### config.mk
export PLATFORM = sky130hd
export DESIGN_NAME = cycle_counter
export DESIGN_NICKNAME = d
export VERILOG_FILES = /design/src/rtl/cycle_counter_pkg.sv /design/src/rtl/cycle_counter_dff_chain.sv /design/src/rtl/cycle_counter.sv
export SDC_FILE = /design/constraint.sdc
export NUM_CORES = 1
export LEC_CHECK = 0
export BUFFER_PORTS_ARGS = -buffer_cell sky130_fd_sc_hd__buf_4
export CAP_MARGIN = 20
export CORE_MARGIN = 1.5
export CORE_UTILIZATION = 47
export CTS_CLUSTER_DIAMETER = 60
export DETAILED_ROUTE_END_ITERATION = 10
export PLACE_DENSITY = 0.75
export REMOVE_ABC_BUFFERS = 1
export SETUP_SLACK_MARGIN = 0.3
export SYNTH_ARGS = -nofsm -noshare
export SYNTH_HDL_FRONTEND = slang
export SYNTH_SLANG_ARGS = --single-unit
### constraint.sdc
create_clock -name clk_i -period 1.92 [get_ports clk_i]
set_clock_uncertainty 0.1 [all_clocks]
set_input_delay 0.48 -clock clk_i [delete_from_list [all_inputs] [get_ports clk_i]]
set_output_delay 0.48 -clock clk_i [all_outputs]
set_load 0.02 [all_outputs]
### src/rtl/cycle_counter_pkg.sv
// Shared constants and types for the cycle counter.
// Build option: CYCLE_COUNTER_SATURATE_EN makes the counter stop at all-ones
// instead of wrapping to zero.
package cycle_counter_pkg;

  localparam int unsigned CC_WIDTH_DEFAULT = 32;
  localparam int unsigned CC_DEPTH_DEFAULT = 3;

  // Next-state select for the count register.
  typedef enum logic [1:0] {
    CTR_HOLD  = 2'd0,
    CTR_INC   = 2'd1,
    CTR_CLEAR = 2'd2
  } ctr_sel_e;

endpackage

### src/rtl/cycle_counter_dff_chain.sv
// Shift chain of width_p-bit flops with a synchronous set-to-all-ones input.
// The input d enters stage 0 and q is the last stage.
// With num_stages_p = 0 the chain collapses to a wire from d to q.
module cycle_counter_dff_chain #(
  parameter int unsigned width_p      = 1,
  parameter int unsigned num_stages_p = 3
) (
  input  logic               clk,
  input  logic               set,
  input  logic [width_p-1:0] d,
  output logic [width_p-1:0] q
);

  if (num_stages_p == 0) begin : g_pass
    // No stages: clk and set have no effect. They are folded into a dummy
    // signal only so that the ports do not appear unused.
    logic unused_ok;
    assign unused_ok = ^{clk, set};
    assign q = d;
  end else begin : g_chain
    logic [num_stages_p-1:0][width_p-1:0] stage_reg;

    // Set forces every stage to all-ones; otherwise shift d toward q.
    always_ff @(posedge clk) begin
      if (set) begin
        stage_reg <= '1;
      end else begin
        stage_reg[0] <= d;
        for (int i = 1; i < int'(num_stages_p); i++) begin
          stage_reg[i] <= stage_reg[i-1];
        end
      end
    end

    assign q = stage_reg[num_stages_p-1];
  end

endmodule

### src/rtl/cycle_counter.sv
// Free-running cycle counter with a reset-delay chain and a snapshot register.
// reset_o is a delayed active-high reset. The count and the snapshot are held
// in reset until reset_o releases.
// Build option: CYCLE_COUNTER_SATURATE_EN makes the counter saturate at
// all-ones; without it the counter wraps to zero.
module cycle_counter
  import cycle_counter_pkg::*;
#(
  parameter int unsigned width_p       = CC_WIDTH_DEFAULT,
  parameter int unsigned reset_depth_p = CC_DEPTH_DEFAULT
) (
  input  logic               clk_i,
  input  logic               reset_n_i,
  input  logic               en_i,
  input  logic               clear_i,
  input  logic               capture_i,
  output logic               reset_o,
  output logic [width_p-1:0] ctr_r_o,
  output logic [width_p-1:0] snap_r_o,
  output logic               snap_v_o
);

  logic               reset_req;
  logic               chain_q;
  logic               rst_int;
  ctr_sel_e           ctr_sel;
  logic [width_p-1:0] ctr_reg;
  logic [width_p-1:0] ctr_next;
  logic [width_p-1:0] snap_reg;
  logic               snap_v_reg;

  assign reset_req = ~reset_n_i;

  // The chain input is ~reset_n_i, which is 0 whenever the chain is not being
  // set. Zeros therefore shift in after release. With zero stages the chain is
  // a wire, so reset_o becomes ~reset_n_i.
  cycle_counter_dff_chain #(
    .width_p      (1),
    .num_stages_p (reset_depth_p)
  ) u_chain (
    .clk (clk_i),
    .set (reset_req),
    .d   (reset_req),
    .q   (chain_q)
  );

  assign reset_o = chain_q;
  assign rst_int = reset_req | chain_q;

  // Choose the next count. Clear beats enable, and reset is applied in the
  // register itself.
  always_comb begin
    ctr_sel = CTR_HOLD;
    if (clear_i) begin
      ctr_sel = CTR_CLEAR;
    end else if (en_i) begin
`ifdef CYCLE_COUNTER_SATURATE_EN
      if (!(&ctr_reg)) begin
        ctr_sel = CTR_INC;
      end
`else
      ctr_sel = CTR_INC;
`endif
    end
  end

  // Decode the select into the next count value. The increment wraps naturally.
  always_comb begin
    ctr_next = ctr_reg;
    case (ctr_sel)
      CTR_CLEAR: ctr_next = '0;
      CTR_INC:   ctr_next = ctr_reg + width_p'(1);
      default:   ctr_next = ctr_reg;
    endcase
  end

  // Count register, held at zero while the internal reset is active.
  always_ff @(posedge clk_i) begin
    if (rst_int) begin
      ctr_reg <= '0;
    end else begin
      ctr_reg <= ctr_next;
    end
  end

  // Snapshot latches the count from before this edge. Valid stays set until
  // the next reset.
  always_ff @(posedge clk_i) begin
    if (rst_int) begin
      snap_reg   <= '0;
      snap_v_reg <= 1'b0;
    end else if (capture_i) begin
      snap_reg   <= ctr_reg;
      snap_v_reg <= 1'b1;
    end
  end

  assign ctr_r_o  = ctr_reg;
  assign snap_r_o = snap_reg;
  assign snap_v_o = snap_v_reg;

endmodule

==> results.txt <==
----------------------------------------------------
[Status]
  Outcome ... completed

[Timing]
  Max Slew Vio Count ... 0
  Crit share post-route ... a little under 100%
  Max transition margin ... 63.7%
  RSZ-0062 raised after global routing ... yes
  Hold Vio Cnt, Final ... 0
  Final sum of negative setup slack ... 0 ns
  Final hold slack ... 0.215 ns
  Maximum clock rate ... around 520 MHz
  Transition at the pin with the smallest max-transition slack ... between 0.5 and 0.6 ns
  Minimum clock period after layout ... ~1.9 ns
  Endpoints failing setup ... 0

[Clock network]
  Clock Pin Slew Worst Setup and Hold Paths ... around 0.070 ns
  Htree depth ... 3
  CTS tree ... done
  Clock sink count ... ~70
  Buffer levels on the longest clock path ... 2
  Hold buffer count at CTS ... 0
  Skew-Pair Late Insertion Delay ... between 0.3 and 0.4 ns
  Number of buffers inserted during clock tree synthesis ... 9
  Clk root buf ... clkbuf_8

[Die]
  Die Footprint ... about 6400 sq um
  Core area ... 5610 sq um
  Row cnt ... 27
  Die span in x ... about 80 um
  Top-Level Pins ... 71
  Starting density of the core ... about half
  Die Height ... 79.9 um

[Yosys]
  Netlist area before placement ... between 2000 and 3000 sq um
  Synthesized area per cell ... ~9.3 sq um
  Synth warn ... 0
  Synth Instances ... 297
  Cell types occupying the most area after synthesis ... dfxtp_1, mux2i_1, nor2_1
  Share of synthesized registers carrying an async set or reset ... 0%
  Fraction of post-synthesis cell area in the top cell type by area ... 49.0%
  Register bit total from synthesis ... 68
  Part of the Yosys area used for sequential elements ... between 40 and 50%
  Top_reg_cell synth ... dfxtp_1
  Synth unique cells ... 32
  Number of enable-type register cells in the synthesized netlist ... 0
  Cell type with the highest aggregate area in the netlist ... dfxtp_1

[Routing]
  ANT nets after route ... 0
  Remaining design rule violation count ... 0
  Number of iterations in the first detailed-routing pass ... 4
  Vias ... 2722
  Via/cell ratio ... ~5.5
  Drt wl/cell ... about 16 um
  DR iter-0 viols ... between 150 and 200
  Final wirelength ... approximately 8 mm

[Worst setup path]
  Data arrival time of the critical path ... around 2.1 ns
  Slowest stage cell, crit path ... or4_4
  Critical Path Source Type ... flip-flop
  Type of destination of the critical path ... flip-flop
  Cell breakdown of the critical path ... nand4_4 -> or4_4 -> or4_1 -> a21oi_1
  Number of buffer and inverter stages on the critical path ... 0
  Crit-path max FO ... 4
  Worst setup path class ... flip-flop to flip-flop
  CP delay by family, top ... simple AND/OR/NAND/NOR gates
  Longest individual stage delay on the worst path ... approximately 0.56 ns
  WP data required ... 2.10 ns
  Internal reg-to-reg setup slack ... 0.01 ns

[Global routing]
  Number of antenna violations at the first check in global routing ... 0
  GRT Util Overall ... a little under a quarter
  Final global-route overflow total ... 0
  Pin count of the biggest net entering global routing ... 34
  First-pass GRT wire length ... ~11 mm
  Number of global-route vias before repair ... approximately 2500

[Power and ir drop]
  P_leak ... approximately 1.7 nW
  Worst voltage drop across the vdd grid ... ~0.48 mV
  Ratio of total power to cell area ... 695 nW/um^2

[Cells and area]
  Share of layout cells above drive strength 1 ... 45.1%
  Area overhead of the layout relative to synthesis ... 52.1%
  Cell Count, Final, Fillers Out ... just under 500
  Layout Utilization ... between 70% and 80%
  Final design area excluding fillers ... 4220 sq um
  Diodes inserted ... 0
  Number of nets in the layout ... between 400 and 500

[Placement]
  Post-detailed-placement half-perimeter wirelength ... about 4.6 mm
  Routability cong. ... a little under 0.8
  PortBufs ... 70
  Cell Count Post-Placement ... 458
  Post-placement cell area ... around 3600 sq um

[Hold path]
  Worst hold path class ... input pin to flip-flop

[Run]
  Number of maximum-capacitance constraint violations ... 0

----------------------------------------------------
==> worst register-to-register path, delay by kind of cell (launching register included) <==
kind,cells,cell delay [ns]
compound gates,1,0.16
simple gates,3,1.21
flops,1,0.37
==> cell families after synthesis <==
logic type | count (synthesis) | synth area share, %
AND/OR/NAND/NOR | 126 | 24.0
flip-flops | 68 | 49.0
AO/OA/AOI/OAI | 35 | 7.26
multiplexers | 34 | 12.3
buffers and inverters | 22 | 3.56
XOR/XNOR | 11 | 3.47
adder cells (fa/ha/maj) | 1 | 0.451
==> report_power, final <==
group          internal, mW  leakage [nW]  switching [mW]
logic                0.0298          1.07          0.0389
registers              1.41         0.555         0.00160
clock network         0.897         0.122           0.555
total                  2.34          1.74           0.596
==> cells in the mapped netlist (all sizes together), types with 2 or more instances <==
cell,number
dfxtp,68
nor2,49
mux2i,34
nand2,18
a21oi,17
clkbuf,14
nand4,11
or4,10
o31ai,9
nand3,8
o21ai,8
or3,8
xnor2,7
nor4,5
and4,4
buf,4
inv,4
nor3,4
xor2,4
nand2b,3
and2,2
and3,2
==> repair_timing <==
action	CTS	global route
pin swaps	2	23
gates cloned	0	0
endpoints found under the hold margin	0	0
setup buffers	4	13
endpoints found under the setup margin	21	25
resized for setup	18	47
==> per-layer routing <==
layer  up-vias  track usage (%)  wire, um
li1       1288                -         -
met1      1313             25.6      3160
met5         -                0         0
met4         0             12.8       185
met2       102             38.6      4160
met3        19             5.83       516
==> stage by stage <==
stage	worst slack [ns]	total power, mW
3_5_place_dp	-0.149	1.51
6_report	0.0123	2.93
3_3_place_gp	-0.118	1.51
2_1_floorplan	-0.222	1.47
5_1_grt	-0.0431	3.03
4_1_cts	0.0442	2.94
==> placed cells by master (no fill, tap or decap), types with 4 or more instances in the layout <==
cell      count
buf_6        10
or4_4         7
nand2_1      18
clkbuf_8     10
o31ai_1       6
inv_1         4
xor2_1        4
nand4_1       8
xnor2_1       7
a21oi_1      10
or3_4         5
nor2_1       49
a21oi_2       7
o21ai_0       7
buf_4       114
dfxtp_2      11
nand3_1       6
mux2i_1      34
dfxtp_1      56
==> path summary, 6_finish.rpt <==
| path | from | end | cells past startpoint |
|---|---|---|---|
| max | ctr_r_o[10] | ctr_r_o[20] | 4 |
| min | reset_n_i | u_chain.g_chain.stage_reg[0] | 2 |
| max reg2reg | ctr_r_o[10] | ctr_r_o[20] | 4 |
| min reg2reg | u_chain.g_chain.stage_reg[0] | u_chain.g_chain.stage_reg[1] | 1 |
==> cell type report <==
cell class | count | area, sq um
repair buffers | 124 | 968
flip-flops and latches | 68 | 1380
clock inverters | 6 | 111
multi-input cells | 207 | 1520
fillers | 386 | 1390
well taps | 72 | 90.1
inverters | 4 | 15.0
clock buffers | 10 | 138
No activity file was read; power rests on OpenSTA's default activity.
